$ cat config.mk
export PLATFORM = sky130hd
export DESIGN_NAME = fft_seq_ctrl
export DESIGN_NICKNAME = d
export VERILOG_FILES = /design/src/rtl/fft_seq_ctrl.sv
export SDC_FILE = /design/constraint.sdc
export NUM_CORES = 1
export LEC_CHECK = 0
export CAP_MARGIN = 10
export CORE_MARGIN = 2
export CORE_UTILIZATION = 40
export DETAILED_ROUTE_END_ITERATION = 6
export HOLD_SLACK_MARGIN = 0.12
export SKIP_LAST_GASP = 1
export SYNTH_ARGS = -nofsm -noshare
export SYNTH_HDL_FRONTEND = slang
export SYNTH_SLANG_ARGS = --single-unit
$ cat constraint.sdc
create_clock -name clk -period 2.6 [get_ports clk]
set_clock_uncertainty 0.05 [all_clocks]
set_input_delay 0.52 -clock clk [delete_from_list [all_inputs] [get_ports clk]]
set_output_delay 0.52 -clock clk [all_outputs]
set_load 0.01 [all_outputs]
$ cat src/rtl/fft_seq_ctrl.sv
// Address sequencer for an in-place 128-point radix-2 DIF FFT.
// Issues one butterfly operand pair per cycle with its twiddle address,
// inserts BF_LAT-cycle drain gaps between stages, and delays the operand
// addresses by BF_LAT cycles to form the write-back strobe/addresses.
module fft_seq_ctrl #(
    parameter int LOG2N  = 7,
    parameter int BF_LAT = 3
) (
    input  logic       clk,
    input  logic       rst,
    input  logic       start,
    output logic       busy,
    output logic       done,
    output logic [2:0] stage,
    output logic       rd_en,
    output logic [6:0] rd_addr_a,
    output logic [6:0] rd_addr_b,
    output logic [5:0] tw_addr,
    output logic       wr_en,
    output logic [6:0] wr_addr_a,
    output logic [6:0] wr_addr_b
);

    localparam int NBF = (1 << LOG2N) / 2;  // butterflies per stage

    typedef enum logic [1:0] {IDLE, RUN, DRAIN, DONE} state_t;

    typedef struct packed {
        logic       en;
        logic [6:0] a;
        logic [6:0] b;
    } wb_t;

    state_t            state, state_nxt;
    logic [5:0]        j;
    logic [2:0]        stg;
    logic [2:0]        dcnt;
    logic              last_bf, last_drain, last_stage;
    logic [2:0]        pos;
    logic [6:0]        j_ext, bit_sel, lo_mask, addr_a, addr_b;
    logic [5:0]        tw_nxt;
    wb_t [BF_LAT-1:0]  wb_pipe;

    assign last_bf    = (j == 6'(NBF - 1));
    assign last_drain = (dcnt == 3'(BF_LAT - 1));
    assign last_stage = (stg == 3'(LOG2N - 1));

    // Operand addresses: j with a zero (A) or one (B) inserted at bit 6-stage.
    always_comb begin
        pos     = 3'd6 - stg;
        j_ext   = {1'b0, j};
        bit_sel = 7'd1 << pos;
        lo_mask = bit_sel - 7'd1;
        addr_a  = ((j_ext & ~lo_mask) << 1) | (j_ext & lo_mask);
        addr_b  = addr_a | bit_sel;
        tw_nxt  = j << stg;
    end

    // State register.
    always_ff @(posedge clk or posedge rst) begin
        if (rst) state <= IDLE;
        else     state <= state_nxt;
    end

    // Next-state logic; start is only honoured in IDLE.
    always_comb begin
        state_nxt = state;
        case (state)
            IDLE:    if (start) state_nxt = RUN;
            RUN:     if (last_bf) state_nxt = DRAIN;
            DRAIN:   if (last_drain) state_nxt = last_stage ? DONE : RUN;
            DONE:    state_nxt = IDLE;
            default: state_nxt = IDLE;
        endcase
    end

    // Butterfly, stage and drain counters.
    always_ff @(posedge clk or posedge rst) begin
        if (rst) begin
            j    <= '0;
            stg  <= '0;
            dcnt <= '0;
        end else begin
            case (state)
                IDLE: begin
                    j    <= '0;
                    dcnt <= '0;
                    if (start) stg <= '0;
                end
                RUN: begin
                    j    <= j + 6'd1;   // wraps to 0 after the last butterfly
                    dcnt <= '0;
                end
                DRAIN: begin
                    dcnt <= dcnt + 3'd1;
                    if (last_drain && !last_stage) stg <= stg + 3'd1;
                end
                default: dcnt <= '0;
            endcase
        end
    end

    // Registered read-side outputs; addresses and stage hold outside RUN.
    always_ff @(posedge clk or posedge rst) begin
        if (rst) begin
            busy      <= 1'b0;
            done      <= 1'b0;
            rd_en     <= 1'b0;
            stage     <= '0;
            rd_addr_a <= '0;
            rd_addr_b <= '0;
            tw_addr   <= '0;
        end else begin
            busy  <= (state != IDLE);
            done  <= (state == DONE);
            rd_en <= (state == RUN);
            if (state == RUN) begin
                stage     <= stg;
                rd_addr_a <= addr_a;
                rd_addr_b <= addr_b;
                tw_addr   <= tw_nxt;
            end
        end
    end

    // Write-back delay line, free running so in-flight writes finish during drain.
    always_ff @(posedge clk or posedge rst) begin
        if (rst) begin
            wb_pipe <= '0;
        end else begin
            wb_pipe[0] <= {rd_en, rd_addr_a, rd_addr_b};
            for (int i = 1; i < BF_LAT; i++) wb_pipe[i] <= wb_pipe[i-1];
        end
    end

    assign wr_en     = wb_pipe[BF_LAT-1].en;
    assign wr_addr_a = wb_pipe[BF_LAT-1].a;
    assign wr_addr_b = wb_pipe[BF_LAT-1].b;

endmodule

==> results.md <==
* Clock net sink count at 85
* Seq cells post-synth at 85
* Final worst slack at 0.270 ns
* Setup TNS at 0 ns
* Highest clock rate at 429 MHz
* CTS Hold Bufs at 0
* PD cells at 585 mW/mm²
* Vias in the first global route at approximately 2000
* Crit-path cells: ha_1, xor2_1, nand2_1, ha_1, or3_1, nand3_1, a41oi_1
* Psw at ~0.47 mW
* First-pass GRT wire length at 9700 µm
* I/O pin count at 44
* Resized Gates After CTS at 0
* # setup viols final at 0
* Largest buffer count on any clock path at 2
* Die H at ~96 µm
* Setup slack at placement at 0.330 ns
* Initial drt markers at 95
* Hold worst-path end: wr_addr_b[2]
* Area Growth Syn to Fin at 19.9%
* Gr usage total at 0.141
* Die width at 95.8 µm
* Hold path depth at 0
* Min-delay src: wb_pipe[17]
* Final min period at 2.33 ns
* Clk Latency, worst-skew pair at 0.35 ns
* Netlist cell types at 47
* Worst path buffer plus inverter count at 0
* Grt ovf at 0
* Maximum VDD drop at ~0.29 mV
* Async SR Flop Fraction at 1.00
* Hold Path Class: flip-flop to flip-flop
* Post-synthesis mux area share at 0.0353
* Initial core utilization at 0.412
* Critical Path Max Stage Delay at 0.39 ns
* Post-route DRC at 0
* Crit path DAT at 2.46 ns
* Reg-to-reg startpoint: stg[1]
* Die ar. at between 0.009 and 0.01 mm²
* Initial antenna violation count at 0
* Layout cells sized above 1 at 0.0868
* CTS Buf Count at 9
* Clock power share at 0.428
* P_leak at approximately 1.7 nW
* Post-synthesis compound-gate area fraction at 0.108
* Sequential cell area at 0.00213 mm²
* Top delay family on crit path: simple AND/OR/NAND/NOR gates
* H-tree levels at 3
* Simple-Gate Fraction of Synth Area at 0.0981
* Xor and xnor area share after synthesis at 0.0204
* Ant. Diodes at 0
* Reg2reg end: rd_addr_b[3]
* P_int at 1.89 mW
* Maximum net fanout on the critical path at 6
* Critical path class: flip-flop to flip-flop
* Most common cell on crit path: ha_1
* Post-DP HPWL at 3810 µm
* Synth warnings at 0
* Main combinational cell family by area after synthesis: compound AO/OA/AOI/OAI gates
* Flop-to-flop setup slack at approximately 0.27 ns
* Port Buffers at 43
* Final ANT Viol Nets at 0
* Core Rows at 33
* Slew @ Worst Pin at 0.649 ns
* Final Hold Viols at 0
* Crit-path slowest cell: xor2_1
* Net Sw Frac at 0.200
* Area of the mapped netlist at approximately 0.0034 mm²
* # fillers at 761
* Reg2reg path depth at 7
* Post-Syn Area per Cell at 12.2 µm²
* DR pass1 iterations at 4
* Slew headroom at 0.567
* Reg clk slew, reported paths at 0.08 ns
* Core area at a little over 0.008 mm²
* RSZ-0062 raised after global routing: no
* CP startpoint kind: flip-flop
* Combinational share of power at 0.013
* CTS tree: yes
* Crit. End Element: flip-flop
* DRT Wirelength at 5690 µm
* Max-cap violations at 0
* Largest net degree at the start of global routing at 70
* Required time worst endpoint at ~2.7 ns
* Drt wl/cell at 13.7 µm
* Crit share post-route at 0.896
* Vias per std cell at 4.83
* Syn_nets at 290
* Adder-cell share of the synthesized area at 0.0446
* Max Slew Vio Count at 0
* Net count, final at 322
* Outcome: completed
* GPL Wtd Cong at about 0.9
* Via count at 2011
* Part of the power in registers at 0.558
* Post-synth EDFFs at 0
* Top_reg_cell synth: dfrtp_1
* Multi-input logic area at 0.00103 mm²
* Root Driver: clkbuf_8
* Post-CTS Setup Repair Bufs at 0
* Post-synthesis sequential area ratio at 0.632
* Syn Inst Count at 275
-- layout make-up --
| type | instances | area share |
|---|---|---|
| Tap cell | 105 | 0.0325 |
| Clock inverter | 5 | 0.0211 |
| Multi-Input combinational cell | 152 | 0.256 |
| Sequential cell | 85 | 0.526 |
| Inverter | 11 | 0.0111 |
| Timing Repair Buffer | 48 | 0.119 |
| Clock buffer | 10 | 0.0341 |
-- cells in the final DEF, fill, tap and decap left out, types with 4 or more instances in the layout --
| cell | instances |
|---|---|
| ha_1 | 12 |
| a31oi_1 | 4 |
| buf_4 | 4 |
| o21ai_0 | 12 |
| nand2_1 | 26 |
| nand3_1 | 6 |
| nand2b_1 | 7 |
| clkdlybuf4s50_1 | 43 |
| dfrtp_1 | 85 |
| nor2_1 | 19 |
| xor2_1 | 4 |
| a21oi_1 | 10 |
| nor2b_1 | 5 |
| mux2i_1 | 4 |
| inv_1 | 10 |
| a21o_1 | 4 |
| clkbuf_8 | 10 |
-- cell usage after synthesis (2+ instances only) --
master,number,share of area
clkbuf_1,7,0.0078
xor2_1,4,0.010
mux4_2,2,0.013
mux2i_1,4,0.012
ha_1,12,0.045
o21ai_0,12,0.018
inv_1,11,0.012
o22a_1,2,0.0052
a21oi_1,10,0.015
nor2_1,19,0.021
a21o_1,4,0.0089
nand3_1,6,0.0089
buf_4,14,0.031
a32oi_1,2,0.0052
nor2b_1,5,0.0093
a211oi_1,2,0.0045
o211ai_1,2,0.0045
dfrtp_1,85,0.63
o21bai_1,2,0.0045
or3_1,2,0.0037
a2111oi_0,2,0.0052
nand2_1,26,0.029
o41ai_1,2,0.0052
nand2b_1,7,0.013
a31oi_1,4,0.0074
xnor2_1,2,0.0052
o21ai_1,2,0.0030
buf_2,4,0.0059
-- through the flow --
step           power (mW)  utilization  std cells  hold slack [ns]  area [µm²]
2_1_floorplan        1.37            -        275            0.281        3370
3_5_place_dp         1.38        0.467        401            0.285        3820
3_3_place_gp         1.38        0.467        401            0.281        3820
4_1_cts              2.40        0.494        416            0.298        4040
6_report             2.37        0.494        416            0.293        4040
5_1_grt              2.46        0.494        416            0.306        4040
-- power groups by stage --
stage,clock (mW),combinational (mW),sequential [mW]
after floorplan,0,0.0199,1.35
after global placement,0,0.0337,1.35
after detailed placement,0,0.0343,1.35
after CTS,1.05,0.0344,1.32
after global routing,1.10,0.0382,1.32
final,1.01,0.0317,1.32
-- cell families after synthesis --
family / Yosys count
fa+ha+maj: 12
flops: 85
xor+xnor: 7
simple gates: 71
compound gates: 54
mux: 8
buf+inv: 38
-- state kept, by name (all words and copies together) (netlist names) --
name	count
busy	1
dcnt	3
done	1
j	6
rd_addr_a	7
rd_addr_b	7
rd_en	1
stage	3
state	2
stg	3
tw_addr	6
wb_pipe	30
wr_addr_a	7
wr_addr_b	7
wr_en	1
-- per-layer routing --
layer,track usage,share of wire,up-vias
met2,0.215,0.47,42
met1,0.185,0.46,974
met5,0,0,-
li1,-,-,986
met3,0.0493,0.052,9
met4,0.0560,0.016,0
-- how the worst max path moves through the flow --
| stage | end | cells after the start | start | slack, ns |
|---|---|---|---|---|
| 3_5_place_dp | rd_addr_b[3] | 7 | stg[1] | 0.33 |
| 5_1_grt | rd_addr_b[3] | 7 | stg[1] | 0.08 |
| 3_3_place_gp | rd_addr_b[3] | 7 | stg[1] | 0.42 |
| 4_1_cts | rd_addr_b[3] | 7 | stg[1] | 0.30 |
| 6_report | rd_addr_b[3] | 7 | stg[1] | 0.27 |
| 2_1_floorplan | rd_addr_b[3] | 7 | stg[1] | 0.47 |
(Power assumes the default switching activity.)
